### src/rtl/rv32i_types.sv
// Shared RV32I front-end types.
// Holds the instruction-queue entry layout and the branch-tag width that the
// branch-tag logic also uses.
package rv32i_types;

  localparam int BID_W    = 3;  // branch tag width
  localparam int IQ_DEPTH = 8;  // default instruction-queue depth

  typedef struct packed {
    logic [31:0]      instr;
    logic [31:0]      pc;
    logic [BID_W-1:0] branch_id;
  } iq_entry_t;

endpackage

### src/rtl/instr_queue.sv
// instr_queue: circular FIFO between the I-cache response path and the fetch
// stage instruction register. Each entry carries {instr, pc, branch_id}.
//
// Ports:
//   clk, rst         clock, synchronous active-high reset
//   flush            drop all entries; beats an enqueue in the same cycle
//   enq_valid/ready  producer handshake; enq_instr/pc/branch_id payload
//   deq_valid/ready  consumer handshake; deq_instr/pc/branch_id show the head
//                    entry, or zero when empty
//   count            number of occupied entries
module instr_queue
  import rv32i_types::*;
#(
  parameter int DEPTH = IQ_DEPTH,
  parameter int BID_W = rv32i_types::BID_W
) (
  input  logic                     clk,
  input  logic                     rst,
  input  logic                     flush,
  input  logic                     enq_valid,
  output logic                     enq_ready,
  input  logic [31:0]              enq_instr,
  input  logic [31:0]              enq_pc,
  input  logic [BID_W-1:0]         enq_branch_id,
  output logic                     deq_valid,
  input  logic                     deq_ready,
  output logic [31:0]              deq_instr,
  output logic [31:0]              deq_pc,
  output logic [BID_W-1:0]         deq_branch_id,
  output logic [$clog2(DEPTH):0]   count
);

  localparam int PTR_W = $clog2(DEPTH);
  localparam int CNT_W = PTR_W + 1;

  iq_entry_t        mem [DEPTH];
  iq_entry_t        head_entry;
  logic [PTR_W-1:0] head, tail;
  logic             enq_fire, deq_fire;

  // Handshakes depend only on occupancy: a full queue never accepts in the
  // same cycle as a dequeue, which keeps enq_ready off the deq_ready path.
  always_comb begin
    enq_ready  = (count != CNT_W'(DEPTH));
    deq_valid  = (count != '0);
    enq_fire   = enq_valid && enq_ready && !flush;
    deq_fire   = deq_valid && deq_ready;
    head_entry = mem[head];
    deq_instr     = '0;
    deq_pc        = '0;
    deq_branch_id = '0;
    if (deq_valid) begin
      deq_instr     = head_entry.instr;
      deq_pc        = head_entry.pc;
      deq_branch_id = head_entry.branch_id;
    end
  end

  // Storage is not reset; only slots below count are ever read out.
  always_ff @(posedge clk) begin
    if (!rst && enq_fire)
      mem[tail] <= '{instr: enq_instr, pc: enq_pc, branch_id: enq_branch_id};
  end

  always_ff @(posedge clk) begin
    if (rst || flush) begin
      // A dequeue in a flush cycle still reaches the consumer; the queue
      // simply forgets everything afterwards.
      head  <= '0;
      tail  <= '0;
      count <= '0;
    end else begin
      if (enq_fire) tail <= tail + 1'b1;
      if (deq_fire) head <= head + 1'b1;
      case ({enq_fire, deq_fire})
        2'b10:   count <= count + 1'b1;
        2'b01:   count <= count - 1'b1;
        default: count <= count;
      endcase
    end
  end

endmodule

### config.mk
export PLATFORM = sky130hd
export DESIGN_NAME = instr_queue
export DESIGN_NICKNAME = d
export VERILOG_FILES = /design/src/rtl/rv32i_types.sv /design/src/rtl/instr_queue.sv
export SDC_FILE = /design/constraint.sdc
export NUM_CORES = 1
export LEC_CHECK = 0
export BUFFER_PORTS_ARGS = -buffer_cell sky130_fd_sc_hd__buf_2
export CORE_ASPECT_RATIO = 1.75
export CORE_MARGIN = 2
export CORE_UTILIZATION = 60
export DETAILED_ROUTE_END_ITERATION = 8
export PLACE_DENSITY = 0.89
export RECOVER_POWER = 25
export SLEW_MARGIN = 30
export SYNTH_ARGS = -nofsm -noshare
export SYNTH_HDL_FRONTEND = slang
export SYNTH_SLANG_ARGS = --single-unit
export TNS_END_PERCENT = 1
### constraint.sdc
create_clock -name clk -period 8.55 [get_ports clk]
set_input_delay 0 -clock clk [delete_from_list [all_inputs] [get_ports clk]]
set_output_delay 0 -clock clk [all_outputs]
set_load 0.1 [all_outputs]
==> results_dict.tcl <==
set metrics [dict create \
    cts_root_buffer "clkbuf_16" \
    hold_viol_final 0 \
    drtIter0Drc 1143 \
    synthDistinctLibCells 35 \
    yosysMostFrequentCell "edfxtp_1" \
    initial_core_util_pct 60.9 \
    synth_top_area_share_pct 76.4 \
    place_hpwl_microns 22400 \
    drcViolationCount 0 \
    grt_first_pass_wirelength_microns 69500 \
    ys_ff_latch 549 \
    die_h_microns 252 \
    maxCapViolCount 0 \
    synth_top_flop_cell "edfxtp_1" \
    crit_required_ns 8.55 \
    crit_arrival_ns 3.41 \
    crit_type "flip-flop to output pin" \
    setup_viol 0 \
    vias 10400 \
    grt_pass1_vias 11000 \
    cts_tree "built" \
    synth_top_cell_by_area "edfxtp_1" \
    power_density_nw_per_um2 218 \
    hold_path_class "input port to flip-flop" \
    port-buffer-count 144 \
    slew_headroom_pct 37.5 \
    antenna_found_initial 3 \
    grtUsageTotal_pct 25.9 \
    cts.path.max_buffers 3 \
    wl_per_cell_microns 28.0 \
    synthTopCellsByArea "edfxtp_1 76%, mux4_2 14%, mux2i_1 3.3%" \
    grt_max_degree 98 \
    ys_seq_area_share_pct 77.7 \
    die_w_microns 146 \
    syn_area_per_cell_sq_um 22.7 \
    async_flop_share_pct 0 \
    cts_buffers 44 \
    vdd_drop_max_mv 0.201 \
    viasPerCell 6.30 \
    ant_nets 0 \
    power_leakage_nw 7.70 \
    maxUsedRoutingLayer "met4" \
    place_ws_ns 5.19 \
    yosys-top-cells-count "536 x edfxtp_1, 134 x mux4_2, 83 x nor2_1, 69 x mux2i_1, 21 x buf_2" \
    report.final.slew_viol_count 0 \
    end_kind "output pin" \
    dr.pass1.iters 5 \
    synth_area_sq_um 21100 \
    ctsResizeCount 0 \
    drive_gt1_share_pct 28.2 \
    layout.nets 1237 \
    syn_inst 929 \
    htree_num_levels 2 \
    gp_congestion 0.764 \
    total_power_mw 5.33 \
    wl_met2_microns 24500 \
    dr_wl_met3_microns 3440 \
    fin_crit_sh_pct 39.9 \
    core_sq_um 34600 \
    io_pins 145 \
    drt_wl_total_microns 46400 \
    path_max_fanout 97 \
    setup.worst_path.start_class "flip-flop" \
    tns_ns 0 \
    worst_clock_skew_ns 0.0146 \
    synth_edf_count 536 \
    rsz0062_at_grt "false" \
    gr-total-overflow 0 \
    synth_nets 1006 \
    status "completed" \
    clk_latency_ns 0.55 \
    area_growth_syn_to_layout_pct 16.1 \
    fin_crit_ns 3.41 \
    wl_met1_microns 16700 \
    cts.clk_slew.worst_paths_ns 0.07 \
    tightest_slew_ns 0.937 \
    cts.sinks 549 \
    max_freq_mhz 293 \
    yosysWarnings 0 \
    worst_slack_ns 5.14 \
    dieArea_sq_um 36700 \
    hold_slack_ns 0.283 \
    num_rows 90 \
]
==> layout make-up <==
type | instances | area (sq um)
diodes | 3 | 7.51
clock buffers | 49 | 1140
clock inverters | 29 | 317
fillers | 1960 | 10100
inverters | 1 | 3.75
multi-input cells | 329 | 4410
flip-flops and latches | 549 | 16400
well taps | 460 | 576
repair buffers | 235 | 1630
==> worst max-delay path, cell delays in order, from the launching register on <==
cell,delay (ns)
dfxtp_4,0.84
buf_12,0.67
mux4_2,0.65
mux2i_1,0.25
nor2_1,0.07
buf_2,0.30
==> power breakdown <==
group | total, mW | internal [mW] | switching (mW)
clock network | 2.09 | 1.17 | 0.920
registers | 2.97 | 2.96 | 0.00779
logic | 0.269 | 0.0730 | 0.196
total | 5.33 | 4.21 | 1.12
==> what timing repair did <==
action	in CTS	in global routing
hold endpoints to repair	549	0
hold buffers	73	0
buffers inserted	0	0
==> metrics by stage <==
step                      util (%)  cell area (sq um)  cells
after floorplan                  -              21100    929
after global placement        64.2              22200   1496
after detailed placement      64.4              22300   1499
after CTS                     70.7              24500   1650
after global routing          70.7              24500   1655
final                         70.7              24500   1655
==> flip-flops by register name, summed over array words and instances, names as in the netlist, named ones only <==
register,count
head,3
tail,3
mem,536
count,4
==> cells in the final DEF (no fill, tap or decap), drive strengths merged, types with 3 or more instances in the layout <==
cell type    instances
a21oi                3
o21ai                3
clkbuf              90
bufinv               7
edfxtp             536
ha                   5
nand2                4
clkinv              20
diode                3
nor2                83
mux4               134
dlygate4sd3         73
mux2i               69
xor2                 6
nand3                4
dfxtp               13
buf                121
==> routing by layer <==
layer  vias up  GRT usage [%]
met5         -              0
met2       638           44.6
met3       111           4.21
met1      5371           32.9
li1       4313              -
met4         0           11.3
==> worst paths after layout <==
path,start,cells past startpoint,slack (ns),to
max,flip-flop,5,5.14,deq_pc[3]
min,enq_pc[7],2,0.28,mem[0][10]
max reg2reg,count[1],5,5.17,mem[0][25]
min reg2reg,count[3],2,0.54,count[3]
==> kinds of logic after synthesis <==
| logic type | after synthesis | synth area share (%) |
|---|---|---|
| XOR/XNOR | 7 | 0.291 |
| AO/OA/AOI/OAI | 7 | 0.202 |
| AND/OR/NAND/NOR | 107 | 2.29 |
| buffers and inverters | 51 | 1.65 |
| adder cells (fa/ha/maj) | 5 | 0.297 |
| flip-flops | 549 | 77.7 |
| multiplexers | 203 | 17.6 |
Note: power is estimated with default switching activity, not from simulation.
